==> src/rtl/dmem_pkg.sv <==
`default_nettype none
// +--------------------------------------------------------------------+
// | dmem_pkg : shared funct3 encodings and FSM state type for dmem     |
// | Rev 1.0                                                            |
// +--------------------------------------------------------------------+
package dmem_pkg;

  localparam logic [2:0] F3_B  = 3'b000;
  localparam logic [2:0] F3_H  = 3'b001;
  localparam logic [2:0] F3_W  = 3'b010;
  localparam logic [2:0] F3_BU = 3'b100;
  localparam logic [2:0] F3_HU = 3'b101;

  typedef enum logic [0:0] {
    CLEAR = 1'b0,
    READY = 1'b1
  } state_t;

endpackage
`default_nettype wire

==> src/rtl/dmem_lane_align.sv <==
`default_nettype none
// +--------------------------------------------------------------------+
// | dmem_lane_align : byte-lane mask, store steering, load extension   |
// | Rev 1.0                                                            |
// +--------------------------------------------------------------------+
module dmem_lane_align
  import dmem_pkg::*;
(
  input  logic [1:0]  addr_lo,
  input  logic [2:0]  funct3,
  input  logic [31:0] wdata,
  input  logic [31:0] rword,
  output logic [3:0]  byte_en,
  output logic [31:0] wdata_lane,
  output logic [31:0] rdata_ext,
  output logic        fault
);

  logic [31:0] w_shifted;

  assign w_shifted = rword >> {addr_lo, 3'b000};

  always_comb begin
    fault      = 1'b0;
    byte_en    = 4'b0000;
    wdata_lane = wdata;
    rdata_ext  = 32'h0;
    case (funct3)
      F3_B, F3_BU: begin
        byte_en    = 4'b0001 << addr_lo;
        wdata_lane = {4{wdata[7:0]}};
        rdata_ext  = funct3[2] ? {24'h0, w_shifted[7:0]}
                               : {{24{w_shifted[7]}}, w_shifted[7:0]};
      end
      F3_H, F3_HU: begin
        fault      = addr_lo[0];
        byte_en    = addr_lo[1] ? 4'b1100 : 4'b0011;
        wdata_lane = {2{wdata[15:0]}};
        rdata_ext  = funct3[2] ? {16'h0, w_shifted[15:0]}
                               : {{16{w_shifted[15]}}, w_shifted[15:0]};
      end
      F3_W: begin
        fault     = (addr_lo != 2'b00);
        byte_en   = 4'b1111;
        rdata_ext = rword;
      end
      default: fault = 1'b1;
    endcase
    // A faulting access neither writes nor returns data
    if (fault) begin
      byte_en   = 4'b0000;
      rdata_ext = 32'h0;
    end
  end

endmodule
`default_nettype wire

==> src/rtl/dmem_bytelane.sv <==
`default_nettype none
// +--------------------------------------------------------------------+
// | dmem_bytelane : RV32I byte-lane data memory with post-reset clear  |
// | Rev 1.0                                                            |
// +--------------------------------------------------------------------+
module dmem_bytelane
  import dmem_pkg::*;
#(
  parameter int ADDR_WIDTH     = 6,
  parameter bit CLEAR_ON_RESET = 1'b1
) (
  input  logic        clk,
  input  logic        reset,
  input  logic [31:0] addr,
  input  logic [31:0] wdata,
  input  logic        we,
  input  logic [2:0]  funct3,
  output logic [31:0] rdata,
  output logic        access_fault,
  output logic        busy
);

  localparam int c_depth = 1 << ADDR_WIDTH;
  localparam logic [ADDR_WIDTH-1:0] c_idx_one = {{(ADDR_WIDTH-1){1'b0}}, 1'b1};

  logic [31:0]           r_mem [c_depth];
  state_t                r_state;
  state_t                w_state_next;
  logic [ADDR_WIDTH-1:0] r_clr_idx;
  logic                  r_busy;

  logic [ADDR_WIDTH-1:0] w_idx;
  logic [31:0]           w_rword;
  logic [3:0]            w_byte_en;
  logic [31:0]           w_wdata_lane;
  logic [31:0]           w_rdata_ext;
  logic                  w_fault;
  logic                  w_ready;
  logic                  w_clearing;
  logic                  w_commit;
  logic                  w_unused_addr;

  assign w_idx         = addr[ADDR_WIDTH+1:2];
  assign w_unused_addr = ^addr[31:ADDR_WIDTH+2];
  assign w_rword       = r_mem[w_idx];

  dmem_lane_align u_align (
    .addr_lo    (addr[1:0]),
    .funct3     (funct3),
    .wdata      (wdata),
    .rword      (w_rword),
    .byte_en    (w_byte_en),
    .wdata_lane (w_wdata_lane),
    .rdata_ext  (w_rdata_ext),
    .fault      (w_fault)
  );

  always_comb begin
    w_state_next = r_state;
    case (r_state)
      CLEAR:   if (r_clr_idx == {ADDR_WIDTH{1'b1}}) w_state_next = READY;
      READY:   w_state_next = READY;
      default: w_state_next = READY;
    endcase
  end

  always_ff @(posedge clk) begin
    if (!reset) begin
      r_state   <= CLEAR_ON_RESET ? CLEAR : READY;
      r_clr_idx <= '0;
      r_busy    <= 1'b1;
    end else begin
      r_state <= w_state_next;
      r_busy  <= (w_state_next == CLEAR);
      if (r_state == CLEAR) r_clr_idx <= r_clr_idx + c_idx_one;
    end
  end

  // Busy also covers the reset cycles themselves and the first cycle after
  // release when no clear is performed.
  assign busy       = r_busy | ~reset;
  assign w_ready    = (r_state == READY) && !busy;
  assign w_clearing = reset && (r_state == CLEAR);
  assign w_commit   = w_ready && we && !w_fault;

  always_ff @(posedge clk) begin
    if (w_clearing) begin
      r_mem[r_clr_idx] <= 32'h0;
    end else if (w_commit) begin
      for (int i = 0; i < 4; i++) begin
        if (w_byte_en[i]) r_mem[w_idx][8*i +: 8] <= w_wdata_lane[8*i +: 8];
      end
    end
  end

  assign rdata        = w_ready ? w_rdata_ext : 32'h0;
  assign access_fault = w_ready ? w_fault : 1'b0;

endmodule
`default_nettype wire

==> config.mk <==
export PLATFORM = sky130hd
export DESIGN_NAME = dmem_bytelane
export DESIGN_NICKNAME = d
export VERILOG_FILES = /design/src/rtl/dmem_pkg.sv /design/src/rtl/dmem_lane_align.sv /design/src/rtl/dmem_bytelane.sv
export SDC_FILE = /design/constraint.sdc
export NUM_CORES = 2
export LEC_CHECK = 0
export BUFFER_PORTS_ARGS = -buffer_cell sky130_fd_sc_hd__clkbuf_2
export CORE_ASPECT_RATIO = 1.5
export CORE_UTILIZATION = 55
export CTS_CLUSTER_SIZE = 25
export DETAILED_ROUTE_END_ITERATION = 7
export PLACE_DENSITY = 0.78
export SYNTH_ARGS = -nofsm -noshare
export SYNTH_HDL_FRONTEND = slang
export SYNTH_SLANG_ARGS = --single-unit
==> constraint.sdc <==
create_clock -name clk -period 3.5 [get_ports clk]
set_clock_uncertainty 0.1 [all_clocks]
set_input_delay 0 -clock clk [delete_from_list [all_inputs] [get_ports clk]]
set_output_delay 0 -clock clk [all_outputs]
set_load 0.1 [all_outputs]
# == Word level (Yosys, flattened, before mapping) ==
# Memory sizes are Yosys's and may differ from the RTL's.
# Index checks and enable logic that the tools add are counted.
# totals
ramBits,2048
out_inout_bits,34
memories,1
elab_cells,61
regBits,8
# classes
mux,34
n_bitwise,4
n_shift,2
reduce_logical,11
n_eq_ne,5
add_sub_neg,1
# memory_table
memory,words,width,rd,rd_ports_with_merged_regs,wr,line_no,source
r_mem,64,32,1,0,1,dmem_bytelane.sv:26,logic [31:0] r_mem [c_depth];
# op_table
operator,n
$mux W32,5
$pmux W32 S3,1
$pmux W32 S2,1
$reduce_or A32 Y1,1
$shr A32 B5 Y16,1
$mux W1,20
$mux W4,3
$pmux W4 S3,1
$add A6 B1 Y6 const B,1
$eq A3 B3 Y1 const B,2
$eq A6 B6 Y1 const B,1
$mux W6,1
$logic_and A1 B1 Y1,4
$reduce_or A2 Y1,2
$shl A1 B2 Y4 const A,1
$eq A3 B1 Y1 const B,1
$eq A3 B2 Y1 const B,1
$logic_not A3 Y1,1
$not A1 Y1,3
$pmux W1 S3,1
$logic_not A1 Y1,2
$pmux W1 S2,1
$reduce_bool A2 Y1,1
$or A1 B1 Y1,1

# == Longest topological paths before layout ==
# depth
ltp_word,11
ltp_mapped,14
ltp_nobuf,8

# == Cells and area by module ==
# Synthesis repeated with hierarchy kept, for this count alone.
# unflattened
hier_cells,3876
hier_area_um2,81005.2
# modules_own_cells
module,instances,area_each_um2,seq_area_each_um2,cells_each
dmem_bytelane,1,79703.9,61659.1,3684
dmem_lane_align,1,1301.2,0.0,192

# == Worst setup path before layout ==
# OpenSTA, ideal clock, no wires.
# synth_timing
kind,register to register
start,register r_busy
end,memory r_mem[0][12] (data pin)
t_required_ns,2.852
t_arrival_ns,3.853
period_less_slack_ns,4.501
path_buffers,3
path_stages_with_launch,9
path_slack_ns,-1.001
path_cell_list,dfxtp_1 > nand2b_1 > nor2_1 > and2_1 > clkbuf_1 > nand2_1 > clkbuf_1 > buf_1 > a21oi_1
# synth_via
elab_chain_len,10
word_cells_on_any_way,19
# synth_lines
element,line_no,source
"start, declared",dmem_bytelane.sv:30,logic r_busy;
"start signal, assigned",dmem_bytelane.sv:74,r_busy <= (w_state_next == CLEAR);
$or A1 B1 Y1 (*),dmem_bytelane.sv:81,assign busy = r_busy | ~reset;
net busy,dmem_bytelane.sv:20,output logic busy
$logic_not A1 Y1 (*),dmem_bytelane.sv:82,assign w_ready = (r_state == READY) && !busy;
$logic_and A1 B1 Y1 (*),dmem_bytelane.sv:82,
$logic_and A1 B1 Y1 (*) (2 in series),dmem_bytelane.sv:84,assign w_commit = w_ready && we && !w_fault;
$mux W1,dmem_bytelane.sv:89,end else if (w_commit) begin
$mux W1,dmem_bytelane.sv:87,if (w_clearing) begin
$mux W1 (not written as such),dmem_bytelane.sv:91,if (w_byte_en[i]) r_mem[w_idx][8*i +: 8] <= w_wdata_lane[8*i +: 8];
$reduce_or A32 Y1 (no source line) (*),n/a,
$mux W32 (no source line) (*),n/a,
"end, declared",dmem_bytelane.sv:26,
# Mark *: on every way through the listed nets, which the timed path passes. The rest lies on a longest branch.

# == Worst setup path in the final report ==
# layout_timing
start,memory r_mem[33][31]
end,output port rdata[8]
# layout_via
elab_chain_len,6
# layout_lines
element,line_no,source
$mem_v2 Z64 W32,n/a,
$shr A32 B5 Y16,dmem_lane_align.sv:21,"assign w_shifted = rword >> {addr_lo, 3'b000};"
$mux W32,dmem_lane_align.sv:32,"rdata_ext = funct3[2] ? {24'h0, w_shifted[7:0]}"
$pmux W32 S3,dmem_lane_align.sv:28,case (funct3)
$mux W32,dmem_lane_align.sv:50,if (fault) begin
$mux W32,dmem_bytelane.sv:96,assign rdata = w_ready ? w_rdata_ext : 32'h0;
"end, declared",dmem_bytelane.sv:18,"output logic [31:0] rdata,"
# Every way passes these cells.

==> summary.txt <==
Yosys
  • Dominant combinational cell family by area after synthesis: multiplexers
  • Xor-xnor portion of the synthesized cell area: 0.0540%
  • Register bit count reported by yosys: 2056
  • Cell taking the most area after synthesis: edfxtp_1
  • Number of cells produced by synthesis: 3702
  • Main flop type after synthesis: edfxtp_1
  • Post-Syn Area per Cell: 21.9 µm²
  • Number of enable flip-flop cells after synthesis: 2048
  • Netlist cell types: 66
  • Share of the synthesized area in the top cell type: 75.8%
  • FFs w/ async S/R, synth: 0%
  • Net count of the mapped netlist: 3773
  • Netlist Area Pre-Place: 81200 µm²
  • Share of the synthesized area in compound gates (AO/OA/AOI/OAI): 1.58%
  • Portion of the post-synthesis area used by sequential elements: 76.0%
  • Basic-gate share of the synthesized area counting and, or, nand and nor cells: 2.83%
  • Mux contribution to synthesized area: 17.9%
  • Adder-Cell Fraction of Synth Area: 0.0154%
  • Leading cell types by total area after synthesis: edfxtp_1 76%, mux4_2 17%, nor2_1 1.5%
  • Warning count from the yosys run: 0

STA
  • Final Hold Fails: 0
  • Minimum period implied by the final worst setup slack: 3.89 ns
  • Setup repair after global routing missed its margin: true
  • Post-layout worst setup margin: -0.391 ns
  • Aggregate negative setup slack: -9.45 ns
  • Transition time of the tightest slew-check pin: 1.22 ns
  • Slew margin rel.: 18.2%
  • Peak clock frequency supported by timing: 257 MHz
  • Final period utilization: 111%
  • Slew Limit Fails: 0
  • Number of setup violations in the final report: 32

CTS
  • CTS Buf Count: 166
  • H-tree levels: 4
  • Clock buffer depth: 3
  • Clock tree from TritonCTS: built
  • Cell at the root of the clock tree: clkbuf_16
  • Later-pin clock latency in the skew report: 0.81 ns
  • Number of clock sinks seen by CTS: 2056
  • Clock input transition at the sequential cells of the worst setup and hold paths: 0.06 ns

Worst setup path
  • CP Capture Type: output pin
  • CP cell instances: mux4_2 > mux2i_4 > o31ai_2 > or4_4 > o21ai_4 > mux4_2 > buf_6 > or2_4 > a31oi_4 > buf_12
  • Start of the worst register-to-register path: r_busy$_SDFF_PN1_
  • Number of buffer and inverter instances along the worst setup path: 2
  • Required time worst endpoint: 3.40 ns
  • Path type of the worst setup path: flop to output pin
  • Crit-path most repeated cell: mux4_2
  • Maximum fanout count along the critical path: 8
  • Max incr delay on CP: 0.51 ns
  • Crit. Startpoint: r_mem[33][31]$_DFFE_PP_
  • Largest delay contributor family on the critical path: multiplexers
  • Worst EP arrival: 3.79 ns
  • CP Launch Type: flop
  • CP max stage cell: mux4_2

Run
  • MaxCap Viol Count: 0

Layout
  • Most frequent cells in the layout: 2048 x edfxtp_1, 611 x mux4_2, 449 x buf_4
  • Area delta synth->final: 15.2%
  • Net count reported at finish: 4297
  • Post-route cell area: 93500 µm²
  • Share of final-layout standard cells stronger than drive strength 1: 35.2%
  • Most common library cell in the layout ignoring fill and taps: edfxtp_1

Routing
  • Iteration-0 DRC Markers: 6079
  • Routed wirelength normalized by instance count: 33.9 µm
  • TritonRoute pass-1 iters: 8
  • Number of remaining DRC errors: 0
  • Antenna viol nets, final: 0
  • Vias after detailed routing: 42.3k
  • Total wire length after detailed routing: 213 mm
  • Vias per std cell: 6.73

Power and ir drop
  • Max IR drop VDD: 0.645 mV
  • P per Cell Area: 508 nW/µm²
  • Leakage: 0.0318 µW

Floorplanning
  • Top Ports: 104
  • Core area: 146000 µm²
  • Full die area: 149000 µm²
  • Initial standard-cell utilization of the core: 55.5%
  • Chip Width: 316 µm
  • Die outline height: 472 µm
  • Placement row count: 172

Placed design
  • Gpl congestion: 0.895
  • Number of port buffers: 79
  • Placed wire-length estimate after detailed placement: 130 mm
  • Dpl cell area: 87600 µm²

Global routing
  • Initial antenna violation count: 6
  • Largest net degree at the start of global routing: 65
  • Wire length of the first global-routing pass: 304 mm
  • Total global routing track utilization: 29.0%
  • Global route total overflow: 0
  • Number of global-route vias before repair: 43.1k

Min path
  • Hold path startpoint: wdata[9]
  • Path category of the worst min-delay check: primary input to flop

Run status
  • Violations in the final reports: setup timing
  • Result of the run: complete, but fails checks
-- metrics by stage --
step,util (%),setup WS (ns),hold slack [ns],power (µW),std cells
2_1_floorplan,-,-0.790,-0.0180,28500,3702
3_3_place_gp,59.8,-0.295,0.189,29300,5944
3_5_place_dp,59.8,-0.232,0.197,29400,5944
4_1_cts,63.8,-0.396,0.000394,47600,6272
5_1_grt,63.9,-0.450,0.0417,48400,6277
6_report,63.9,-0.391,0.0403,47500,6280
-- sequential cells by signal, indices dropped and copies added, names as in the netlist --
register / flops
r_state: 1
r_mem: 2048
r_clr_idx: 6
r_busy: 1
-- power breakdown --
group | switching (µW) | internal [µW]
registers | 23.9 | 26700
logic | 1260 | 956
clock network | 8540 | 10000
total | 9820 | 37700
-- repair_timing --
item | 4_1_cts | 5_1_grt
cloned | 0 | 0
gates resized for setup | 57 | 20
pin swaps | 44 | 17
hold buffers | 16 | 0
hold endpoints to repair | 475 | 0
endpoints found under the setup margin | 32 | 90
setup buffers | 11 | 4
-- cell families after synthesis --
logic type,after synthesis
compound gates,185
flops,2056
xor+xnor,5
mux,684
fa+ha+maj,1
simple gates,527
buf+inv,244
-- tightest hold or removal path: cells and delay by family --
family / cells / cell delay [ns]
compound gates: 2 / 0.25
buf+inv: 2 / 0.42
-- synthesized netlist by cell type (all sizes together) (2+ instances only) --
cell type and number:
mux2i 71, a22o 31, nor4b 2, nand4 2, nor3b 3, and3 7, o21a 16, a41oi 2
o21ai 31, a221oi 3, a22oi 29, o22a 2, or3 9, nor2b 13, buf 109, a21oi 26
or2 10, o31ai 3, nor3 9, clkbuf 125, dfxtp 8, xnor2 4, nand2b 31, a211oi 2
nand2 68, inv 9, and2 23, a31oi 17, o22ai 9, edfxtp 2048, nand3 15, o211ai 2
mux4 612, nor2 328
-- path summary, 6_finish.rpt --
check	slack, ns	end	cells after the start
hold / removal	0.04	r_mem[24][9]$_DFFE_PP_	4
setup reg to reg	0.08	r_mem[14][1]$_DFFE_PP_	9
setup / recovery	-0.39	rdata[8]	10
hold reg to reg	0.52	r_clr_idx[1]$_SDFFE_PN0N_	2
-- layer usage --
layer	routed length, µm	up-vias	global-route usage [%]
met2	109000	3186	48.8
met5	18	-	0
li1	-	16500	-
met3	20900	654	6.15
met4	13200	2	15.6
met1	69800	21900	35.1
-- layout make-up --
type | count | area [µm²]
clock inverters | 102 | 908
multi-input cells | 1402 | 18800
clock buffers | 200 | 4390
fillers | 8910 | 52800
well taps | 1914 | 2390
flip-flops and latches | 2056 | 61700
diodes | 6 | 15.0
inverters | 10 | 45.0
repair buffers | 590 | 5260
No activity file was read; power rests on OpenSTA's default activity.
